`src/rtl/beta_pkg.sv`:
```
// Shared types and constants for the beta core and its boot-time loader.
package beta_pkg;

    typedef enum logic [2:0] {
        HDR_HI = 3'd0,
        HDR_LO = 3'd1,
        DATA   = 3'd2,
        CHECK  = 3'd3,
        DONE   = 3'd4,
        ERROR  = 3'd5
    } loader_state_t;

    localparam int HDR_BYTES  = 2;
    localparam int WORD_BYTES = 4;

endpackage

```
`src/rtl/byte_to_word.sv`:
```
// Big-endian byte-to-word assembler: shifts bytes in MSB first and flags the
// byte that completes a word, so the caller can register the finished word.
module byte_to_word
    import beta_pkg::*;
(
    input  logic                      clk_i,
    input  logic                      rst_i,
    input  logic                      clear_i,
    input  logic                      valid_i,
    input  logic [7:0]                byte_i,
    output logic [8*WORD_BYTES-1:0]   word_o,
    output logic                      word_done_o
);
    localparam int CW = $clog2(WORD_BYTES);

    logic [CW-1:0]           cnt_q, cnt_d;
    logic [8*WORD_BYTES-1:0] shift_q, shift_d;

    // The completed word includes the byte arriving this cycle.
    assign word_o      = {shift_q[8*WORD_BYTES-9:0], byte_i};
    assign word_done_o = valid_i && (cnt_q == CW'(WORD_BYTES - 1));

    always_comb begin
        cnt_d   = cnt_q;
        shift_d = shift_q;
        if (clear_i) begin
            cnt_d   = '0;
            shift_d = '0;
        end else if (valid_i) begin
            cnt_d   = cnt_q + CW'(1);
            shift_d = word_o;
        end
    end

    always_ff @(posedge clk_i or posedge rst_i) begin
        if (rst_i) begin
            cnt_q   <= '0;
            shift_q <= '0;
        end else begin
            cnt_q   <= cnt_d;
            shift_q <= shift_d;
        end
    end

endmodule

```
`src/rtl/imem_loader.sv`:
```
// Boot loader: parses a framed byte stream into instruction-memory writes and
// holds the processor in reset until a frame with a matching checksum lands.
module imem_loader
    import beta_pkg::*;
#(
    parameter int ADDR_WIDTH = 10
) (
    input  logic                  clk,
    input  logic                  RESET,
    input  logic                  start,
    input  logic                  in_valid,
    input  logic [7:0]            in_data,
    output logic                  in_ready,
    output logic                  im_we,
    output logic [ADDR_WIDTH-1:0] im_addr,
    output logic [31:0]           im_wdata,
    output logic                  cpu_reset,
    output logic                  done,
    output logic                  error,
    output logic [ADDR_WIDTH:0]   words_loaded
);
    localparam logic [16:0] CAP = 17'(2**ADDR_WIDTH);

    loader_state_t         state_q, state_d;
    logic [7:0]            cnt_hi_q, cnt_hi_d;
    logic [15:0]           count_q, count_d;
    logic [ADDR_WIDTH-1:0] addr_q, addr_d;
    logic [ADDR_WIDTH:0]   words_q, words_d;
    logic [7:0]            chk_q, chk_d;
    logic                  im_we_q, im_we_d;
    logic [ADDR_WIDTH-1:0] im_addr_q, im_addr_d;
    logic [31:0]           im_wdata_q, im_wdata_d;
    logic                  done_q, done_d;
    logic                  error_q, error_d;
    logic                  cpu_reset_q, cpu_reset_d;

    logic        fire, rearm, b2w_valid, word_done, last_word;
    logic [31:0] word;
    logic [15:0] hdr_n;

    assign in_ready  = (state_q != DONE) && (state_q != ERROR);
    assign fire      = in_valid && in_ready;
    assign rearm     = start && !in_ready;
    assign b2w_valid = fire && (state_q == DATA);
    assign hdr_n     = {cnt_hi_q, in_data};
    assign last_word = (17'(words_q) + 17'd1) == {1'b0, count_q};

    byte_to_word u_b2w (
        .clk_i       (clk),
        .rst_i       (RESET),
        .clear_i     (rearm),
        .valid_i     (b2w_valid),
        .byte_i      (in_data),
        .word_o      (word),
        .word_done_o (word_done)
    );

    always_comb begin
        state_d     = state_q;
        cnt_hi_d    = cnt_hi_q;
        count_d     = count_q;
        addr_d      = addr_q;
        words_d     = words_q;
        chk_d       = chk_q;
        im_we_d     = 1'b0;
        im_addr_d   = im_addr_q;
        im_wdata_d  = im_wdata_q;
        done_d      = done_q;
        error_d     = error_q;
        cpu_reset_d = cpu_reset_q;
        case (state_q)
            HDR_HI: if (fire) begin
                cnt_hi_d = in_data;
                state_d  = HDR_LO;
            end
            HDR_LO: if (fire) begin
                count_d = hdr_n;
                if ({1'b0, hdr_n} > CAP) begin
                    state_d = ERROR;
                    error_d = 1'b1;
                end else if (hdr_n == 16'd0) begin
                    state_d = CHECK;
                end else begin
                    state_d = DATA;
                end
            end
            DATA: if (fire) begin
                chk_d = chk_q ^ in_data;
                if (word_done) begin
                    im_we_d    = 1'b1;
                    im_addr_d  = addr_q;
                    im_wdata_d = word;
                    addr_d     = addr_q + ADDR_WIDTH'(1);
                    words_d    = words_q + (ADDR_WIDTH+1)'(1);
                    if (last_word) state_d = CHECK;
                end
            end
            CHECK: if (fire) begin
                if (in_data == chk_q) begin
                    state_d     = DONE;
                    done_d      = 1'b1;
                    cpu_reset_d = 1'b0;
                end else begin
                    state_d = ERROR;
                    error_d = 1'b1;
                end
            end
            DONE, ERROR: if (start) begin
                // Memory contents are left alone; only loader bookkeeping resets.
                state_d     = HDR_HI;
                count_d     = '0;
                addr_d      = '0;
                words_d     = '0;
                chk_d       = '0;
                im_addr_d   = '0;
                done_d      = 1'b0;
                error_d     = 1'b0;
                cpu_reset_d = 1'b1;
            end
            default: state_d = HDR_HI;
        endcase
    end

    always_ff @(posedge clk or posedge RESET) begin
        if (RESET) begin
            state_q     <= HDR_HI;
            cnt_hi_q    <= '0;
            count_q     <= '0;
            addr_q      <= '0;
            words_q     <= '0;
            chk_q       <= '0;
            im_we_q     <= 1'b0;
            im_addr_q   <= '0;
            im_wdata_q  <= '0;
            done_q      <= 1'b0;
            error_q     <= 1'b0;
            cpu_reset_q <= 1'b1;
        end else begin
            state_q     <= state_d;
            cnt_hi_q    <= cnt_hi_d;
            count_q     <= count_d;
            addr_q      <= addr_d;
            words_q     <= words_d;
            chk_q       <= chk_d;
            im_we_q     <= im_we_d;
            im_addr_q   <= im_addr_d;
            im_wdata_q  <= im_wdata_d;
            done_q      <= done_d;
            error_q     <= error_d;
            cpu_reset_q <= cpu_reset_d;
        end
    end

    assign im_we        = im_we_q;
    assign im_addr      = im_addr_q;
    assign im_wdata     = im_wdata_q;
    assign done         = done_q;
    assign error        = error_q;
    assign cpu_reset    = cpu_reset_q;
    assign words_loaded = words_q;

endmodule

```
`config.mk`:
```
export PLATFORM = sky130hd
export DESIGN_NAME = imem_loader
export DESIGN_NICKNAME = d
export VERILOG_FILES = /design/src/rtl/beta_pkg.sv /design/src/rtl/byte_to_word.sv /design/src/rtl/imem_loader.sv
export SDC_FILE = /design/constraint.sdc
export NUM_CORES = 1
export LEC_CHECK = 0
export CORE_MARGIN = 3
export CORE_UTILIZATION = 56
export DETAILED_ROUTE_END_ITERATION = 7
export PLACE_DENSITY = 0.82
export SYNTH_ARGS = -nofsm -noshare
export SYNTH_HDL_FRONTEND = slang
export SYNTH_HIERARCHICAL = 1
export SYNTH_SLANG_ARGS = --single-unit
```
`constraint.sdc`:
```
create_clock -name clk -period 4 [get_ports clk]
set_input_delay 0.4 -clock clk [delete_from_list [all_inputs] [get_ports clk]]
set_output_delay 0.4 -clock clk [all_outputs]
set_load 0.01 [all_outputs]
```
Word-level counts from Yosys, hierarchy flattened
Cells that the tools add are included.

Register bits: 128. Bits of input ports: 12. Output and inout port bits: 58.

Reduce and logical (&&, ||, !) cells: 22. Bitwise operators: 1. Equality and inequality tests: 20. $add $sub $neg: 4. Multiplexer cells: 48. Order comparisons: 1.

Operators with widths (count): 2-to-1 mux 10 bit (5); 2-to-1 mux 24 bit (2); case mux 10 bit (2 select lines) (2); 2-to-1 mux 11 bit (3); 2-to-1 mux 16 bit (2); case mux 16 bit (2 select lines) (1); 2-to-1 mux 3 bit (8); case mux 11 bit (2 select lines) (1); != test 2 bit, second input constant (9); == test 12 x 16 -> 1 bit (1); greater-than comparator 16 x 11 -> 1 bit, second input constant (1); zero test 16 bit (1); 2-to-1 mux 8 bit (2); case mux 8 bit (2 select lines) (1); 2-to-1 mux 1 bit (15); case mux 3 bit (5 select lines) (1); adder 11 x 1 -> 12 bit, second input constant (1); adder 11 x 1 -> 11 bit, second input constant (1); adder 10 x 1 -> 10 bit, second input constant (1); AND reduction 3 bit (3); == test 8 bit (1); AND reduction 4 bit (2); nonzero test 2 bit (4); XOR 8 bit (1); other kinds (18) (27).

Depth between registers and ports, before layout
Depth in word-level cells: 8. Depth in mapped cells: 14. Mapped depth without buffers: 10.

By module
Netlist, hierarchy kept.

By module, submodules not included: imem_loader (instances 1, cells each 527, area an instance 4757.1 um2, seq. area each 2553.7 um2); byte_to_word (instances 1, cells each 95, area an instance 1158.6 um2, seq. area each 650.6 um2).

Worst setup path after synthesis
Ideal clock, no wire load.

Path kind: reg-to-reg. Start point: reg state_q[2]. End point: reg addr_q[6]. Slack: 1.527 ns. Library setup time: 0.077 ns. Clock period less this slack: 2.473 ns. Cell stages (with the launch flop): 13. Data required time: 3.923 ns. Data arrival time: 2.395 ns. Path through: dfrtp_1 -> buf_6 -> nand4b_4 -> inv_2 -> clkbuf_1 -> buf_6 -> buf_12 -> and2_1 -> nand2_4 -> nand2_4 -> nand4_4 -> or3_1 -> a21oi_1.

Cells in the longest elaborated chain, start to end: 7. Elaborated cells between the ends (all ways): 16. Those cells by class: 8 x eq/ne; 1 x mux; 7 x reduce/logical.

Ends and longest elaborated chain: from (decl) (RTL line imem_loader.sv:24) `loader_state_t state_q, state_d;`; from (signal assigned) (RTL line imem_loader.sv:139) `state_q <= state_d;`; != test 3 bit (RTL line imem_loader.sv:41) `assign in_ready = (state_q != DONE) && (state_q != ERROR);`; logical AND 1 bit (RTL line imem_loader.sv:41); logical AND 1 bit (RTL line imem_loader.sv:42) `assign fire = in_valid && in_ready;`; logical AND 1 bit * (RTL line imem_loader.sv:44) `assign b2w_valid = fire && (state_q == DATA);`; via b2w_valid (RTL line imem_loader.sv:37) `logic fire, rearm, b2w_valid, word_done, last_word;`; logical AND 1 bit * (RTL line byte_to_word.sv:21) `assign word_done_o = valid_i && (cnt_q == CW'(WORD_BYTES - 1));`; via word_done (RTL line imem_loader.sv:37); != test 2 x 1 -> 1 bit (no source line) *; AND reduction 4 bit (no source line) *; to (signal assigned) (RTL line imem_loader.sv:142) `addr_q <= addr_d;`; to (decl) (RTL line imem_loader.sv:27) `logic [ADDR_WIDTH-1:0] addr_q, addr_d;`.

Mark *: on every way through the listed nets, which the timed path passes. The rest lies on a longest branch. A chain may end at the register's enable or synchronous reset.

Final worst setup path
Start point: reg state_q[1]. End point: reg addr_q[3].

Cells in the longest elaborated chain, start to end: 7. Elaborated cells between the ends (all ways): 16. Those cells by class: 8 x eq/ne; 1 x mux; 7 x reduce/logical.

Ends and longest elaborated chain (RTL line): != test 3 bit (imem_loader.sv:41); logical AND 1 bit (imem_loader.sv:41); logical AND 1 bit (imem_loader.sv:42); logical AND 1 bit (imem_loader.sv:44); logical AND 1 bit (byte_to_word.sv:21); != test 2 x 1 -> 1 bit (no source line); AND reduction 4 bit (no source line).

Parallel ways exist; a longest one is shown, timed or not.

==> impl_metrics.env <==
export IMPL_cp_max_fo=54
export IMPL_vias_per_cell=5.68
export IMPL_worstSetupEndpointType="flip-flop"
export IMPL_final_common_cell="nand2_1"
export IMPL_finClkSkew_ns=0.00636
export IMPL_most_common_layout_cells="nand2_1 (194), dfrtp_1 (127), clkdlybuf4s50_1 (69), o21ai_0 (58), nor2_1 (41)"
export IMPL_rows=36
export IMPL_ys_ff_latch=128
export IMPL_yosysWarnings=6
export IMPL_powerDensity_mw_per_mm2=488
export IMPL_htreeDepth=4
export IMPL_min_path_type="in2async"
export IMPL_async_flop_share_pct=100
export IMPL_drv_slew=0
export IMPL_dieArea_mm2=0.0118
export IMPL_synthFlopType="dfrtp_1"
export IMPL_crit_start="state_q[1]"
export IMPL_seq_area_mm2=0.00320
export IMPL_clock_fmax_mhz=354
export IMPL_hpwlAfterDp_um=9160
export IMPL_netlist_area_mm2=0.00592
export IMPL_start_util_pct=59.2
export IMPL_worst_slew_pin_slew_ns=1.01
export IMPL_die_w_um=109
export IMPL_startpoint_type="flip-flop"
export IMPL_remaining_drc_errors=0
export IMPL_status="finished clean"
export IMPL_finalWirelength_um=13700
export IMPL_final_setup_viol_count=0
export IMPL_place_congestion=0.825
export IMPL_wl_per_cell_um=16.7
export IMPL_timing_hold_ws_ns=0.344
export IMPL_path_clk_slew_ns=0.06
export IMPL_ys_types=54
export IMPL_critPathTopFamily="buffers and inverters"
export IMPL_core_mm2=0.0100
export IMPL_design_power_total_mw=3.47
export IMPL_drtIter0Drc=313
export IMPL_cp_common_cell="buf_4"
export IMPL_drv_cap=0
export IMPL_hold_viol=0
export IMPL_rr_endpoint="addr_q[3]"
export IMPL_cts_sinks=128
export IMPL_final_antenna_net_count=0
export IMPL_fin_crit_ns=2.82
export IMPL_overflow=0
export IMPL_cts_max_path_buffers=2
export IMPL_clock_latency_ns=0.52
export IMPL_vdd_drop_max_v=0.000336
export IMPL_post_cts_setup_buffers=0
export IMPL_io_pins=70
export IMPL_cts_buffers=17
export IMPL_critPathSlowestCell="dfrtp_1"
export IMPL_grt_util_all_layers_pct=25.4
export IMPL_cts_resized=0
export IMPL_vias=4663
export IMPL_design_area_mm2=0.00712
export IMPL_path_class="reg2reg"
export IMPL_diodes=0
export IMPL_cts_root_buf="clkbuf_8"
export IMPL_r2r_setup_slack_ns=1.18
export IMPL_relSlewSlack_pct=32.3
export IMPL_nFillCells=743
export IMPL_placed_cells_incl_taps=789
export IMPL_stdcell_count=821
export IMPL_layout_drive_gt1_share_pct=9.01
export IMPL_cts_hold_buf=0
export IMPL_crit_buf_inv=4
export IMPL_crit_required_ns=4.38
export IMPL_fin_crit_sh_pct=70.6
export IMPL_crit_chain="nand4b_4 -> inv_2 -> buf_4 -> nand2_4 -> inv_1 -> buf_4 -> nand4_1 -> xor2_1 -> nor2_1"
export IMPL_critPathMaxStageDelay_ns=0.54
export IMPL_r2r_start="state_q[1]"
export IMPL_synthesis_nets=637
export IMPL_synth_edf_count=0
export IMPL_multi_input_area_mm2=0.00243
export IMPL_tritoncts="built"
export IMPL_grt_pass1_vias=4551
export IMPL_area_growth_pct=20.3
export IMPL_die_h_um=109
export IMPL_post_dp_cell_area_mm2=0.00657
export IMPL_rsz0062_at_grt="false"
export IMPL_nets=690
export IMPL_grt_max_degree=55
export IMPL_cp_arrival_ns=3.20
export IMPL_avgSynthCellArea_um2=9.51
export IMPL_grt_pass1_wl_um=23100
export IMPL_port_buffers=69
export IMPL_setup_tns_ns=0
export IMPL_first_pass_iters=8
export IMPL_antenna_found_initial=0
export IMPL_r2r_cells=9
export IMPL_p_leak_nw=3.33
export IMPL_synth_cells=622
export IMPL_ys_seq_area_share_pct=54.2
[flip-flops by register name (all words and copies together) (netlist names)]
register       count
u_b2w/shift_q     24
chk_q              8
error              1
cnt_hi_q           8
addr_q            10
im_addr           10
cpu_reset          1
u_b2w/cnt_q        2
words_loaded      11
done               1
count_q           16
state_q            3
im_we              1
im_wdata          32
[layout make-up]
class | count | area share, %
Clock inverter | 8 | 0.773
Multi-Input combinational cell | 444 | 34.1
Sequential cell | 128 | 45.0
Clock buffer | 24 | 6.89
Tap cell | 133 | 2.34
Timing Repair Buffer | 76 | 10.4
Inverter | 8 | 0.457
[Yosys cell counts, types with 2 or more instances]
master | count | share of area [%]
nand2_1 | 194 | 12
dfrtp_1 | 127 | 54
o21ai_0 | 58 | 4.9
nor2_1 | 41 | 2.6
mux2i_1 | 26 | 4.4
nand3_1 | 16 | 1.4
buf_2 | 14 | 1.2
clkbuf_1 | 14 | 0.89
xnor2_1 | 14 | 2.1
xor2_1 | 13 | 1.9
mux2_2 | 9 | 1.7
nand4_1 | 9 | 0.95
buf_4 | 8 | 1.0
nor3_1 | 7 | 0.59
a21oi_1 | 6 | 0.51
nor4_1 | 6 | 0.63
inv_1 | 5 | 0.32
o21a_1 | 4 | 0.51
and3_1 | 3 | 0.32
ha_1 | 3 | 0.63
inv_2 | 3 | 0.19
nand2b_1 | 3 | 0.32
a21boi_0 | 2 | 0.25
a31oi_1 | 2 | 0.21
buf_12 | 2 | 0.68
buf_6 | 2 | 0.38
nand2_4 | 2 | 0.38
nand3b_1 | 2 | 0.25
or3_1 | 2 | 0.21
[worst max-delay path by stage]
| stage | to | slack (ns) | cells after the start |
|---|---|---|---|
| 4_1_cts | addr_q[3] | 1.19 | 9 |
| 2_1_floorplan | addr_q[0] | 0.93 | 1 |
| 6_report | addr_q[3] | 1.18 | 9 |
| 3_3_place_gp | addr_q[3] | 0.86 | 10 |
| 5_1_grt | addr_q[3] | 0.88 | 9 |
| 3_5_place_dp | addr_q[3] | 0.77 | 10 |
[report_power, final]
group	total [mW]	switching, mW	leakage [nW]	internal [mW]
Clock	1.39	0.544	0.263	0.842
Sequential	1.55	0.122	1.74	1.43
Combinational	0.538	0.324	1.32	0.214
Total	3.47	0.990	3.33	2.48
[through the flow]
step,setup slack [ns],util [%]
after floorplan,0.926,-
after CTS,1.19,71.2
after global placement,0.858,65.7
after detailed placement,0.775,65.7
final,1.18,71.2
after global routing,0.882,71.2
[cell families after synthesis]
group           share of synthesized area, %
simple gates                            22.1
flops                                   54.2
compound gates                          8.02
buf+inv                                 4.80
mux                                     6.11
xor+xnor                                4.00
fa+ha+maj                              0.804
[layer usage]
metal / up-vias / track usage, % / routed length [um]
met4: 0 / 8.21 / 210
met3: 27 / 5.92 / 829
met2: 178 / 41.6 / 6950
met5: - / 0 / 0
met1: 2283 / 33.7 / 5750
li1: 2175 / - / -
Power figures use the tool's default switching activity.
